### config.mk
export PLATFORM = sky130hd
export DESIGN_NAME = dmem_arbiter
export DESIGN_NICKNAME = d
export VERILOG_FILES = /design/src/rtl/dmem_arbiter.sv
export SDC_FILE = /design/constraint.sdc
export NUM_CORES = 1
export LEC_CHECK = 0
export ABC_AREA = 1
export ABC_CLOCK_PERIOD_IN_PS = 2100
export BUFFER_PORTS_ARGS = -buffer_cell sky130_fd_sc_hd__buf_2
export CAP_MARGIN = 15
export CORE_AREA = 2 2 163 165
export CTS_CLUSTER_DIAMETER = 50
export DETAILED_ROUTE_END_ITERATION = 16
export DIE_AREA = 0 0 165 167
export GPL_ROUTABILITY_DRIVEN = 0
export PLACE_DENSITY = 0.61
export SLEW_MARGIN = 5
export SYNTH_ARGS = -nofsm -noshare
export SYNTH_HDL_FRONTEND = slang
export SYNTH_SLANG_ARGS = --single-unit
### constraint.sdc
create_clock -name clk -period 2.1 [get_ports clk]
set_input_delay 0.315 -clock clk [delete_from_list [all_inputs] [get_ports clk]]
set_output_delay 0.315 -clock clk [all_outputs]
set_load 0.01 [all_outputs]
### src/rtl/dmem_arbiter.sv
// rtl/dmem_arbiter.sv - round-robin arbiter sharing one data memory port among cores (stats: DMEM_ARB_STATS_EN)
module dmem_arbiter #(
    parameter int num_req_p    = 4,
    parameter int addr_width_p = 32,
    parameter int data_width_p = 32,
    localparam int owner_width_lp = (num_req_p > 1) ? $clog2(num_req_p) : 1
) (
    input  logic                              clk,
    input  logic                              reset,
    input  logic [num_req_p-1:0]              req_valid_i,
    input  logic [num_req_p-1:0]              req_wen_i,
    input  logic [num_req_p-1:0]              req_byte_i,
    input  logic [num_req_p*addr_width_p-1:0] req_addr_i,
    input  logic [num_req_p*data_width_p-1:0] req_wdata_i,
    output logic [num_req_p-1:0]              req_yumi_o,
    output logic [num_req_p-1:0]              resp_valid_o,
    output logic [data_width_p-1:0]           resp_data_o,
    input  logic [num_req_p-1:0]              req_yumi_i,
    output logic                              mem_valid_o,
    output logic                              mem_wen_o,
    output logic                              mem_byte_o,
    output logic [addr_width_p-1:0]           mem_addr_o,
    output logic [data_width_p-1:0]           mem_wdata_o,
    input  logic                              mem_yumi_i,
    input  logic                              mem_valid_i,
    input  logic [data_width_p-1:0]           mem_data_i,
    output logic                              mem_yumi_o,
    output logic [owner_width_lp-1:0]         owner_o
`ifdef DMEM_ARB_STATS_EN
    ,
    output logic [num_req_p*16-1:0]           grant_cnt_o,
    output logic [15:0]                       wait_cnt_o
`endif
);

    typedef enum logic [1:0] {IDLE, REQ, RESP} state_e;

    state_e                    state_r, state_n;
    logic [owner_width_lp-1:0] rr_ptr_r, owner_r, winner, next_ptr;
    logic [owner_width_lp:0]   scan_idx;
    logic                      any_valid;
    logic                      wen_r, byte_r;
    logic [addr_width_p-1:0]   addr_r;
    logic [data_width_p-1:0]   wdata_r;

    // Scan from rr_ptr upward with explicit wrap so non-power-of-two counts work.
    always_comb begin
        any_valid = 1'b0;
        winner    = '0;
        scan_idx  = '0;
        for (int i = 0; i < num_req_p; i++) begin
            scan_idx = {1'b0, rr_ptr_r} + (owner_width_lp+1)'(i);
            if (scan_idx >= (owner_width_lp+1)'(num_req_p))
                scan_idx = scan_idx - (owner_width_lp+1)'(num_req_p);
            if (!any_valid && req_valid_i[scan_idx[owner_width_lp-1:0]]) begin
                any_valid = 1'b1;
                winner    = scan_idx[owner_width_lp-1:0];
            end
        end
    end

    assign next_ptr = (winner == owner_width_lp'(num_req_p - 1)) ? '0 : winner + 1'b1;

    always_ff @(posedge clk) begin
        if (!reset) begin
            state_r  <= IDLE;
            rr_ptr_r <= '0;
            owner_r  <= '0;
            wen_r    <= 1'b0;
            byte_r   <= 1'b0;
            addr_r   <= '0;
            wdata_r  <= '0;
        end else begin
            state_r <= state_n;
            if (state_r == IDLE && any_valid) begin
                owner_r  <= winner;
                rr_ptr_r <= next_ptr;
                wen_r    <= req_wen_i[winner];
                byte_r   <= req_byte_i[winner];
                addr_r   <= req_addr_i[int'(winner)*addr_width_p +: addr_width_p];
                wdata_r  <= req_wdata_i[int'(winner)*data_width_p +: data_width_p];
            end
        end
    end

    // Every output is forced low while reset is asserted.
    always_comb begin
        state_n      = state_r;
        mem_valid_o  = 1'b0;
        mem_yumi_o   = 1'b0;
        resp_data_o  = '0;
        req_yumi_o   = '0;
        resp_valid_o = '0;
        case (state_r)
            IDLE: if (any_valid) state_n = REQ;
            REQ: begin
                mem_valid_o = reset;
                if (mem_yumi_i) state_n = RESP;
            end
            RESP: begin
                resp_data_o = reset ? mem_data_i : '0;
                mem_yumi_o  = reset & mem_valid_i & req_yumi_i[owner_r];
                if (mem_valid_i && req_yumi_i[owner_r]) state_n = IDLE;
            end
            default: state_n = IDLE;
        endcase
        for (int i = 0; i < num_req_p; i++) begin
            req_yumi_o[i]   = reset && state_r == REQ && mem_yumi_i
                              && owner_r == owner_width_lp'(i);
            resp_valid_o[i] = reset && state_r == RESP && mem_valid_i
                              && owner_r == owner_width_lp'(i);
        end
    end

    assign mem_wen_o   = reset & wen_r;
    assign mem_byte_o  = reset & byte_r;
    assign mem_addr_o  = reset ? addr_r : '0;
    assign mem_wdata_o = reset ? wdata_r : '0;
    assign owner_o     = reset ? owner_r : '0;

`ifdef DMEM_ARB_STATS_EN
    logic [15:0] grant_cnt_r [num_req_p];
    logic [15:0] wait_cnt_r;

    always_ff @(posedge clk) begin
        if (!reset) begin
            for (int i = 0; i < num_req_p; i++) grant_cnt_r[i] <= '0;
            wait_cnt_r <= '0;
        end else begin
            for (int i = 0; i < num_req_p; i++)
                if (state_r == IDLE && any_valid && winner == owner_width_lp'(i)
                    && grant_cnt_r[i] != 16'hFFFF)
                    grant_cnt_r[i] <= grant_cnt_r[i] + 16'd1;
            if (|req_valid_i && state_r != IDLE && wait_cnt_r != 16'hFFFF)
                wait_cnt_r <= wait_cnt_r + 16'd1;
        end
    end

    always_comb begin
        grant_cnt_o = '0;
        for (int i = 0; i < num_req_p; i++)
            grant_cnt_o[i*16 +: 16] = reset ? grant_cnt_r[i] : 16'd0;
    end
    assign wait_cnt_o = reset ? wait_cnt_r : 16'd0;
`endif

endmodule
==> impl_metrics.py <==
metrics = {
    "outcome": {
        "status": "finished with violations",
        "violations": "negative setup slack",
    },
    "synth": {
        "synth_xor_area_frac": 0,
        "netlist_instances": 1393,
        "synth_adder_area_share": 0,
        "ys_types": 23,
        "yosysSeqAreaShare": 0.2008,
        "syn-cell-area_um2": 7177,
        "synth.mux.area_fraction": 0,
        "avgSynthCellArea_um2": 5.152,
        "synth_top_family_by_area": "simple AND/OR/NAND/NOR gates",
        "synth_compound_area_frac": 0.006276,
        "synth.net_count": 1701,
        "yosysWarnings": 0,
        "synth-simple-area-share": 0.5293,
        "synth_seq_cells": 72,
    },
    "global_route": {
        "grt_start_max_net_pins": 71,
        "grt_pass1_vias": 8693,
        "track_usage": 0.1919,
        "grt_pass1_wl_mm": 42.24,
        "grt-ovfl-total": 0,
        "grt_antenna_before_repair": 4,
    },
    "detailed_routing": {
        "wire_per_inst_um": 14.10,
        "drtIter0Drc": 570,
        "route.detailed.drc": 0,
        "post_drt_via_cell_ratio": 4.484,
        "firstDrtPassIters": 5,
        "final_antenna_net_count": 0,
        "vias": 9586,
        "drt_wl_total_mm": 30.14,
    },
    "floorplan": {
        "coreArea_um2": 25760,
        "fp.dieH_um": 167,
        "die-area_um2": 27560,
        "rows": 59,
        "start_util": 0.2786,
        "die_w_um": 165,
        "ios": 418,
    },
    "timing": {
        "rsz0062_at_grt": "yes",
        "worstMarginPinSlew_ns": 0.4190,
        "fin_skew_ns": 0.005010,
        "fmax_ghz": 0.4747,
        "period_minus_slack_ns": 2.107,
        "slew_violations": 0,
        "timing.final.ws_setup_ns": -0.006813,
        "final-hold-violation-count": 0,
        "finalSetupViolCount": 2,
        "hold_ws_ns": 0.2753,
        "slew_headroom": 0.7207,
        "fin_crit_sh": 1.003,
    },
    "placement": {
        "dp_hpwl_mm": 21.36,
        "io_buffers": 417,
        "dp.cells": 2094,
    },
    "setup_path": {
        "end_kind": "flop",
        "worstPathArrival_ns": 2.34,
        "path_cells": "inv_6 > nand2_2 > nand2_4 > buf_6 > nand2_2 > o21ai_4 > nand3_4 > nand2_8 > nand2_8 > buf_12 > buf_12 > buf_8 > nor2_4 > nor2_2 > o21a_1",
        "crit_required_ns": 2.33,
        "cp_max_fo": 8,
        "startpoint_type": "flop",
        "cpMaxStageDelayCell": "dfxtp_4",
        "critical_path_class": "flop to flop",
        "max_stage_delay_ns": 0.39,
    },
    "cells_and_area": {
        "drive_above_1_share": 0.3113,
        "nets": 2105,
        "final_cell_count_no_fill": 2138,
        "syn2layout_area_growth_pct": 50.21,
        "fin_util": 0.4184,
    },
    "clock_network": {
        "clock_path_buffers": 2,
        "path_clk_slew_ns": 0.06,
        "clkSinkCount": 72,
        "clock_latency_ns": 0.34,
        "cts_buffers": 9,
        "cts_tree": "done",
        "cts_max_level": 3,
        "root_buffer": "clkbuf_16",
    },
    "power_and_ir_drop": {
        "ir_drop_v": 0.0007729,
        "internal_power_mw": 8.583,
        "power_leakage_nw": 7.302,
        "swShare": 0.5023,
        "combPwrFrac": 0.764,
        "power.switching_mw": 8.662,
        "clockPowerShare": 0.103,
        "powerDensity_nw_per_um2": 1600,
        "finalPower_mw": 17.25,
        "p_seq_frac": 0.133,
    },
    "hold_path": {
        "hp-class": "primary input to flop",
    },
    "run": {
        "drv_cap": 0,
    },
}
path summary, 6_finish.rpt:
check         startpoint           to  slack (ns)  cells past startpoint
max          rr_ptr_r[0]  rr_ptr_r[0]      -0.007                     15
min           mem_yumi_i   state_r[1]        0.28                      3
max reg2reg  rr_ptr_r[0]  rr_ptr_r[0]      -0.007                     15
min reg2reg   state_r[0]   state_r[1]        0.52                      2
sequential cells by signal (all words and copies together) (netlist names):
signal	cells
rr_ptr_r	2
state_r	2
owner_r	2
addr_r	32
wen_r	1
byte_r	1
wdata_r	32
cells in the mapped netlist:
| master | n | area [µm²] |
|---|---|---|
| nand3_1 | 276 | 1381 |
| nand3b_1 | 67 | 503.0 |
| o21ai_1 | 1 | 5.000 |
| o21ai_0 | 2 | 10.01 |
| nand4_1 | 2 | 12.51 |
| nor3_1 | 8 | 40.04 |
| clkbuf_1 | 45 | 168.9 |
| buf_1 | 5 | 18.77 |
| inv_1 | 375 | 1408 |
| buf_2 | 27 | 135.1 |
| buf_6 | 9 | 101.4 |
| a31oi_1 | 1 | 6.260 |
| inv_2 | 4 | 15.01 |
| nand2_2 | 5 | 31.28 |
| a21oi_1 | 2 | 10.01 |
| buf_4 | 6 | 45.04 |
| nand3_2 | 1 | 10.01 |
| o21a_1 | 1 | 7.510 |
| nand2_1 | 307 | 1152 |
| dfxtp_1 | 72 | 1441 |
| nor2_1 | 175 | 656.9 |
| o22ai_1 | 1 | 6.260 |
| nor2_4 | 1 | 11.26 |
power groups by stage:
stage               combinational [mW]  sequential [mW]  clock [mW]
floorplan                         7.48             2.18           0
global placement                  10.8             2.28           0
detailed placement                10.8             2.30           0
CTS                               10.9             2.27        1.85
global route                      14.5             2.36        1.90
finish                            13.2             2.29        1.78
cell usage in the layout (no fill, tap or decap), types with 3 or more instances in the layout:
cell / n
nand3_1: 260
nand2_2: 19
nor2_4: 3
buf_8: 4
nor2_1: 171
nand3_2: 16
clkbuf_16: 14
clkbuf_8: 3
buf_4: 26
buf_12: 21
inv_1: 373
nor3_1: 8
nand2_1: 284
inv_4: 3
buf_6: 11
nand2_4: 7
dfxtp_1: 70
nand3b_1: 67
buf_2: 417
critical path: cells and delay by family (launching register included):
kind            cells  cell delay [ns]
buf+inv             5             0.63
flops               1             0.39
compound gates      2             0.20
simple gates        8             0.79
metrics by stage:
step | TNS (ns) | instance area (µm²) | setup slack (ns)
after floorplan | 0 | 7177 | 0.2878
after global placement | -2.483 | 9752 | -0.1694
after detailed placement | -5.787 | 9752 | -0.2060
after CTS | 0 | 10110 | 0.005634
after global routing | -3.122 | 10780 | -0.1165
final | -0.006887 | 10780 | -0.006813
routing by layer:
| metal | up-vias | track usage | share of wire |
|---|---|---|---|
| li1 | 4909 | - | - |
| met1 | 4224 | 0.2232 | 0.42 |
| met2 | 401 | 0.3400 | 0.48 |
| met3 | 46 | 0.05280 | 0.082 |
| met4 | 6 | 0.05558 | 0.021 |
| met5 | - | 0 | 0.0014 |
cell type report:
class / count / area (µm²)
antenna: 1 / 2.502
clock buffer: 12 / 266.5
clock inverter: 4 / 75.07
fill: 2824 / 14980
inverter: 379 / 1435
multi-input combinational: 850 / 4094
sequential: 72 / 1449
tap: 335 / 419.2
timing repair buffer: 485 / 3039
kinds of logic after synthesis:
family,after synthesis
and+or+nand+nor,842
DFF,72
AOI/OAI and AO/OA,8
buffers and inverters,471
timing repair:
action,4_1_cts,5_1_grt
setup endpoints to repair,68,70
hold buffers,0,0
gates resized for setup,5,86
pin swaps,0,25
cloned,0,10
buffers inserted,0,18
(Power assumes the default switching activity.)
